**config.mk**
```make
export PLATFORM = sky130hd
export DESIGN_NAME = ula_nb_seq_flat
export DESIGN_NICKNAME = d
export VERILOG_FILES = /design/src/rtl/ula_pkg.sv /design/src/rtl/ula_nb_seq_if.sv /design/src/rtl/ula_mul_seq.sv /design/src/rtl/ula_nb_seq.sv /design/src/flat_wrapper.sv
export SDC_FILE = /design/constraint.sdc
export NUM_CORES = 1
export LEC_CHECK = 0
export CORE_MARGIN = 10
export CORE_UTILIZATION = 50
export CTS_CLUSTER_SIZE = 20
export DETAILED_ROUTE_END_ITERATION = 16
export PLACE_DENSITY = 0.68
export SLEW_MARGIN = 40
export SYNTH_ARGS = -nofsm -noshare
export SYNTH_HDL_FRONTEND = slang
export SYNTH_SLANG_ARGS = --single-unit
```
**constraint.sdc**
```tcl
create_clock -name clk -period 4.44 [get_ports clk]
set_clock_uncertainty 0.15 [all_clocks]
set_input_delay 0.666 -clock clk [delete_from_list [all_inputs] [get_ports clk]]
set_output_delay 0.666 -clock clk [all_outputs]
set_load 0.02 [all_outputs]
```
**src/rtl/ula_pkg.sv**
```systemverilog
// Shared encodings for the registered ALU: op codes and FSM states.
package ula_pkg;

  // op[2]=0 keeps the legacy 2-bit {x,y} encoding of the combinational ALU.
  typedef enum logic [2:0] {
    OP_ADD = 3'b000,
    OP_AND = 3'b001,
    OP_OR  = 3'b010,
    OP_NOT = 3'b011,
    OP_SUB = 3'b100,
    OP_ADC = 3'b101,
    OP_XOR = 3'b110,
    OP_MUL = 3'b111
  } op_e;

  typedef enum logic [1:0] {
    S_IDLE = 2'd0,
    S_BUSY = 2'd1,
    S_DONE = 2'd2
  } state_e;

endpackage

```
**src/rtl/ula_nb_seq_if.sv**
```systemverilog
// Operand/result handshake bundle between the operand stage and writeback.
interface ula_nb_seq_if #(parameter int WIDTH = 8);
  logic             in_valid;
  logic             in_ready;
  logic [2:0]       op;
  logic [WIDTH-1:0] a;
  logic [WIDTH-1:0] b;
  logic             out_valid;
  logic             out_ready;
  logic [WIDTH-1:0] s;
  logic             c;
  logic             ov;
  logic             z;
  logic             n;

  // Producer/consumer side (operand stage + writeback).
  modport master (
    output in_valid, op, a, b, out_ready,
    input  in_ready, out_valid, s, c, ov, z, n
  );

  // ALU side.
  modport slave (
    input  in_valid, op, a, b, out_ready,
    output in_ready, out_valid, s, c, ov, z, n
  );
endinterface

```
**src/rtl/ula_mul_seq.sv**
```systemverilog
// Unsigned shift-add multiplier: one partial-product step per cycle,
// WIDTH steps after start, then done for one cycle with the full product.
module ula_mul_seq #(
  parameter int WIDTH = 8
) (
  input  logic               clk,
  input  logic               rst_n,
  input  logic               start_i,
  input  logic [WIDTH-1:0]   a_i,
  input  logic [WIDTH-1:0]   b_i,
  output logic               busy_o,
  output logic               done_o,
  output logic [2*WIDTH-1:0] prod_o
);

  localparam int CW = $clog2(WIDTH + 1);

  logic [CW-1:0]      cnt_q;
  logic               run_q;
  logic [WIDTH-1:0]   mcand_q;
  logic [2*WIDTH-1:0] acc_q;   // {partial high, remaining multiplier bits}
  logic [WIDTH:0]     hi_sum;

  // Add the multiplicand into the high half when the current multiplier bit is set.
  always_comb begin
    hi_sum = {1'b0, acc_q[2*WIDTH-1:WIDTH]};
    if (acc_q[0]) hi_sum = hi_sum + {1'b0, mcand_q};
  end

  // Step counter and accumulator; the counter stops at zero and never wraps.
  always_ff @(posedge clk) begin
    if (!rst_n) begin
      cnt_q   <= '0;
      run_q   <= 1'b0;
      mcand_q <= '0;
      acc_q   <= '0;
    end else if (start_i) begin
      cnt_q   <= CW'(WIDTH);
      run_q   <= 1'b1;
      mcand_q <= a_i;
      acc_q   <= {{WIDTH{1'b0}}, b_i};
    end else if (run_q) begin
      if (cnt_q != '0) begin
        acc_q <= {hi_sum, acc_q[WIDTH-1:1]};
        cnt_q <= cnt_q - 1'b1;
      end else begin
        run_q <= 1'b0;
      end
    end
  end

  assign busy_o = run_q;
  assign done_o = run_q && (cnt_q == '0);
  assign prod_o = acc_q;

endmodule

```
**src/rtl/ula_nb_seq.sv**
```systemverilog
// Registered WIDTH-bit ALU with valid/ready on both sides, a persistent
// carry for chained ADC and a sequential multiplier for MUL.
module ula_nb_seq
  import ula_pkg::*;
#(
  parameter int WIDTH = 8
) (
  input  logic        clk,
  input  logic        rst_n,
  ula_nb_seq_if.slave bus
);

  localparam int M = WIDTH - 1;

  state_e             state_q, state_d;
  logic [WIDTH-1:0]   s_q;
  logic               c_q, ov_q, z_q, n_q, cy_q;
  logic               load_alu, mul_start, mul_done, mul_busy;
  logic [2*WIDTH-1:0] prod;

  logic [WIDTH-1:0]   alu_s;
  logic               alu_c, alu_ov, alu_arith, cin;
  logic [WIDTH:0]     add_x, sub_x;

  // Single-cycle ops, computed straight from the presented operands.
  always_comb begin
    cin       = (bus.op == OP_ADC) ? cy_q : 1'b0;
    add_x     = {1'b0, bus.a} + {1'b0, bus.b} + {{WIDTH{1'b0}}, cin};
    sub_x     = {1'b0, bus.a} - {1'b0, bus.b};
    alu_s     = '0;
    alu_c     = 1'b0;
    alu_ov    = 1'b0;
    alu_arith = 1'b0;
    case (bus.op)
      OP_ADD, OP_ADC: begin
        alu_s     = add_x[M:0];
        alu_c     = add_x[WIDTH];
        alu_ov    = (bus.a[M] == bus.b[M]) && (add_x[M] != bus.a[M]);
        alu_arith = 1'b1;
      end
      OP_SUB: begin
        alu_s     = sub_x[M:0];
        alu_c     = sub_x[WIDTH];   // borrow out == a < b unsigned
        alu_ov    = (bus.a[M] != bus.b[M]) && (sub_x[M] != bus.a[M]);
        alu_arith = 1'b1;
      end
      OP_AND:  alu_s = bus.a & bus.b;
      OP_OR:   alu_s = bus.a | bus.b;
      OP_XOR:  alu_s = bus.a ^ bus.b;
      OP_NOT:  alu_s = ~bus.a;
      default: alu_s = '0;
    endcase
  end

  // Next state and accept decode; DONE with out_ready behaves like IDLE.
  always_comb begin
    state_d   = state_q;
    load_alu  = 1'b0;
    mul_start = 1'b0;
    case (state_q)
      S_IDLE, S_DONE: begin
        if (state_q == S_IDLE || bus.out_ready) begin
          if (bus.in_valid) begin
            if (bus.op == OP_MUL) begin
              mul_start = 1'b1;
              state_d   = S_BUSY;
            end else begin
              load_alu = 1'b1;
              state_d  = S_DONE;
            end
          end else begin
            state_d = S_IDLE;
          end
        end
      end
      S_BUSY:  if (mul_done) state_d = S_DONE;
      default: state_d = S_IDLE;
    endcase
  end

  // State, result/flag registers and the carry chained into ADC.
  always_ff @(posedge clk) begin
    if (!rst_n) begin
      state_q <= S_IDLE;
      s_q     <= '0;
      c_q     <= 1'b0;
      ov_q    <= 1'b0;
      z_q     <= 1'b0;
      n_q     <= 1'b0;
      cy_q    <= 1'b0;
    end else begin
      state_q <= state_d;
      if (load_alu) begin
        s_q  <= alu_s;
        c_q  <= alu_c;
        ov_q <= alu_ov;
        z_q  <= (alu_s == '0);
        n_q  <= alu_s[M];
        if (alu_arith) cy_q <= alu_c;
      end else if (state_q == S_BUSY && mul_done) begin
        s_q  <= prod[M:0];
        c_q  <= 1'b0;
        ov_q <= |prod[2*WIDTH-1:WIDTH];
        z_q  <= (prod[M:0] == '0);
        n_q  <= prod[M];
      end
    end
  end

  ula_mul_seq #(.WIDTH(WIDTH)) u_mul (
    .clk     (clk),
    .rst_n   (rst_n),
    .start_i (mul_start),
    .a_i     (bus.a),
    .b_i     (bus.b),
    .busy_o  (mul_busy),
    .done_o  (mul_done),
    .prod_o  (prod)
  );

  assign bus.in_ready  = (state_q == S_IDLE) || ((state_q == S_DONE) && bus.out_ready);
  assign bus.out_valid = (state_q == S_DONE);
  assign bus.s         = s_q;
  assign bus.c         = c_q;
  assign bus.ov        = ov_q;
  assign bus.z         = z_q;
  assign bus.n         = n_q;

endmodule
```
**src/flat_wrapper.sv**
```systemverilog
// flat-port wrapper written by rule: the top's interface ports become plain ports
module ula_nb_seq_flat import ula_pkg::*;
#(
  parameter int WIDTH = 8
)
  (clk, rst_n, bus_in_valid, bus_op, bus_a, bus_b, bus_out_ready, bus_in_ready, bus_out_valid, bus_s, bus_c, bus_ov, bus_z, bus_n);
  ula_nb_seq_if #(.WIDTH(WIDTH)) bus_i ();
  input  logic clk;
  input  logic rst_n;
  input wire logic [$bits(bus_i.in_valid)-1:0] bus_in_valid;
  input wire logic [$bits(bus_i.op)-1:0] bus_op;
  input wire logic [$bits(bus_i.a)-1:0] bus_a;
  input wire logic [$bits(bus_i.b)-1:0] bus_b;
  input wire logic [$bits(bus_i.out_ready)-1:0] bus_out_ready;
  output wire logic [$bits(bus_i.in_ready)-1:0] bus_in_ready;
  output wire logic [$bits(bus_i.out_valid)-1:0] bus_out_valid;
  output wire logic [$bits(bus_i.s)-1:0] bus_s;
  output wire logic [$bits(bus_i.c)-1:0] bus_c;
  output wire logic [$bits(bus_i.ov)-1:0] bus_ov;
  output wire logic [$bits(bus_i.z)-1:0] bus_z;
  output wire logic [$bits(bus_i.n)-1:0] bus_n;
  assign bus_i.in_valid = bus_in_valid;
  assign bus_i.op = bus_op;
  assign bus_i.a = bus_a;
  assign bus_i.b = bus_b;
  assign bus_i.out_ready = bus_out_ready;
  assign bus_in_ready = bus_i.in_ready;
  assign bus_out_valid = bus_i.out_valid;
  assign bus_s = bus_i.s;
  assign bus_c = bus_i.c;
  assign bus_ov = bus_i.ov;
  assign bus_z = bus_i.z;
  assign bus_n = bus_i.n;
  ula_nb_seq #(.WIDTH(WIDTH)) u_core (.clk(clk), .rst_n(rst_n), .bus(bus_i));
endmodule
```
==> impl_metrics.ini <==
[global_routing]
globalRouteTotalUtil = 0.177
grt_first_pass_wirelength_um = 16200
grt_overflow_total = 0
antenna_violations_before_repair = 0
grt_max_degree = 31
first_global_vias = 3246

[routing]
drt.antenna.violating_nets = 0
avgViaCountPerCell = 5.85
drc = 0
detailedRoute.firstPassIterationCount = 5
first_iter_violations = 240
vias = 3324
routed_wire_length_per_instance_um = 16.9
totalWireLength_um = 9620

[synth]
syn_area_sq_um = 3560
synth.area.top_cells = dfxtp_1 24%, ha_1 12%, a21oi_1 4.9%
synthArstFlopShare = 0
syn-mean-instance-area_sq_um = 7.96
syn_nets = 507
postSynthRegisterBits = 43
postSynth.topFlopCell = dfxtp_1
synth_cell_types = 73
yosysTopAreaCellShare = 0.242
synthesized_netlist_cell_count = 447
seq_area_frac_synth = 0.242
synth-edff-count = 0
yosys_warnings = 0
synth.largest_area_cell = dfxtp_1

[cts]
numClockSinks = 43
cts_tree = built
clock_tree_root_buffer_cell = clkbuf_8
ctsResizeCount = 0
worst_setup_hold_path_clk_slew_ps = 80
htreeDepth = 2
worst_skew_pair.late_latency_ps = 300
clockBufferDepth = 2
cts_buffers = 5
post-cts-setup-buffers = 0
ctsHoldBuffers = 0

[setup_path]
criticalPathCategory = in -> reg
path_delay_family = adder cells
reg2reg_setup_slack_ps = 1590
critical_path_cell_count = 12
crit_fanout = 2
crit_slowest_cell = fa_1
worstPathRequired_ps = 4520
r2r-start = u_core.cy_q$_SDFFE_PN0P_
worst_setup_path_start_kind = primary input
cp_cell_sequence = clkdlybuf4s50_1, nor2b_1, nand3_1, fa_1, fa_1, nor2b_1, a211oi_1, a311oi_1, o22ai_1, nor4_2, nand4_1, o31ai_2
critical_path.startpoint = bus_op[0]
ff2ff_path_depth = 10
worstPathArrival_ps = 3640
endpoint_kind = flop
worstPathBufferInverterCount = 1
cp_slowest_stage_delay_ps = 510

[pwr]
cellLeakagePower_nw = 1.58
vdd_ir_drop_max_mv = 0.172
netSwitchingFraction = 0.291
p_seq_frac = 0.393
power.switching_w = 0.000305
clock_power_share = 0.344
cellInternalPower_w = 0.000743
cellPowerDensity_nw_per_um2 = 257
share_comb_of_total_power = 0.263

[timing]
final-max-slew-violation-count = 0
final-setup-viol-count = 0
holdWs_ps = 321
worst-slew-pin-transition_ps = 705
final_hold_viol_count = 0
rsz0062_at_grt = no
post-route-worst-setup-slack_ps = 874
max_freq_mhz = 280
final_min_period_over_clock_period = 0.803
min_period_ps = 3570
timing.slew.headroom = 0.518
setup-tns-final_ps = 0

[place]
dpl.hpwl_um = 7470
detailedPlace.worstSlack_ps = 545
placement.io_buffers = 36
gpl.final_weighted_congestion = 0.936

[floorplanning]
number_of_top_level_pins = 37
die_h_um = 104
dieWidth_um = 104
die_area_sq_um = 10900
floorplan.initialDensity = 0.518
core_region_area_sq_um = 6870
fp-row-count = 30

[layout]
antenna_cells_inserted = 0
num-fill-cells = 631
syn_to_final_growth_pct = 14.7
num-nets-final = 531
post_route_cells_drive_above_1_share = 0.0720

[worst_hold_path]
min-delay-start = u_core.u_mul.mcand_q[0]$_SDFFE_PN0P_
worst_hold_path_depth = 2
worstHoldPathType = reg -> reg

[status]
run_status = complete, no violations

[run]
drv.max_cap_violation_count = 0
[final timing paths]
path                                          endpoint
setup / recovery             u_core.bus.z$_SDFFE_PN0P_
hold / removal    u_core.u_mul.mcand_q[0]$_SDFFE_PN0P_
setup reg to reg             u_core.bus.z$_SDFFE_PN0P_
hold reg to reg   u_core.u_mul.mcand_q[0]$_SDFFE_PN0P_
[stage by stage]
stage / utilization / instance area (sq um) / total power, W / instances
floorplan: - / 3560 / 0.000606 / 447
global placement: 0.575 / 3950 / 0.000691 / 560
detailed placement: 0.575 / 3950 / 0.000694 / 560
CTS: 0.594 / 4080 / 0.00105 / 568
global route: 0.594 / 4080 / 0.00110 / 568
finish: 0.594 / 4080 / 0.00105 / 568
[synth_stat cells (3+ instances only)]
library cell	instances
nor2_2	3
o221ai_1	3
o21ai_1	3
a21o_1	4
nor3_1	7
a211o_1	4
or3_1	5
inv_1	33
nor4_1	7
nor2_1	42
a22oi_1	8
mux2i_1	16
a211oi_1	18
nor2b_1	12
buf_2	6
buf_6	3
nand3_1	7
nand4_1	3
xnor2_1	6
a311oi_1	3
o21a_1	3
nand2_1	42
fa_1	4
dfxtp_1	43
and3_1	4
a31oi_1	8
a21oi_1	35
nand2b_1	9
ha_1	33
o22ai_1	3
clkbuf_1	12
o311ai_0	3
o211ai_1	4
o21ai_0	7
[power by group through the flow]
stage                     clock network, W  registers, W  logic (W)
after floorplan                          0      0.000425   0.000180
after global placement                   0      0.000421   0.000270
after detailed placement                 0      0.000420   0.000273
after CTS                         0.000366      0.000412   0.000275
after global routing              0.000384      0.000414   0.000305
final                             0.000360      0.000412   0.000275
[worst register-to-register path: stages, from the launching register on]
cell      delay, ps
dfxtp_1         350
nand3_1          90
fa_1            410
fa_1            510
nor2b_1         130
a211oi_1         60
a311oi_1        250
o22ai_1         160
nor4_2          310
nand4_1         140
o31ai_2         220
[cell families (layout without fill, tap and decap cells)]
logic type	after synthesis	in the layout	synth area share
xor gates and xnor gates	8	8	0.0197
muxes	20	20	0.0619
and+or+nand+nor	154	154	0.218
adders and majority gates	37	37	0.138
buffers and inverters	59	84	0.0738
DFF	43	43	0.242
AOI/OAI and AO/OA	126	126	0.246
[state kept, by name, indices dropped and copies added (netlist names)]
name,count
u_core.bus.c,1
u_core.bus.ov,1
u_core.bus.s,8
u_core.bus.z,1
u_core.cy_q,1
u_core.state_q,2
u_core.u_mul.busy_o,1
u_core.u_mul.cnt_q,4
u_core.u_mul.mcand_q,8
u_core.u_mul.prod_o,16
[per-layer routing]
layer / vias to the layer above / wire length [um] / global-route usage
li1: 1664 / - / -
met1: 1544 / 4700 / 0.244
met2: 101 / 4240 / 0.274
met3: 15 / 539 / 0.0341
met4: 0 / 133 / 0.0417
met5: - / 0 / 0
[cells in the final DEF (no fill, tap or decap), drive strengths merged, types with 4 or more instances in the layout]
master,count
nor3,8
a21oi,36
and3,4
nor4,8
inv,35
clkdlybuf4s50,36
nor2,45
nand2b,9
nor2b,12
or3,6
mux2i,16
a211oi,19
dfxtp,43
clkbuf,6
ha,33
a31oi,8
xnor2,6
o22ai,4
o21ai,10
fa,4
nand2,42
a211o,4
nand3,7
o211ai,5
a21o,4
buf,5
a22oi,8
[area by class of cell]
class                      instances  area (sq um)  area share
clock inverter                     2          60.1      0.0147
inverter                          35           131      0.0322
multi-input combinational        345          2440       0.597
clock buffer                       6          72.6      0.0178
timing repair buffer              41           398      0.0975
tap                               96           120      0.0294
sequential                        43           861       0.211
Note: power is estimated with default switching activity, not from simulation.
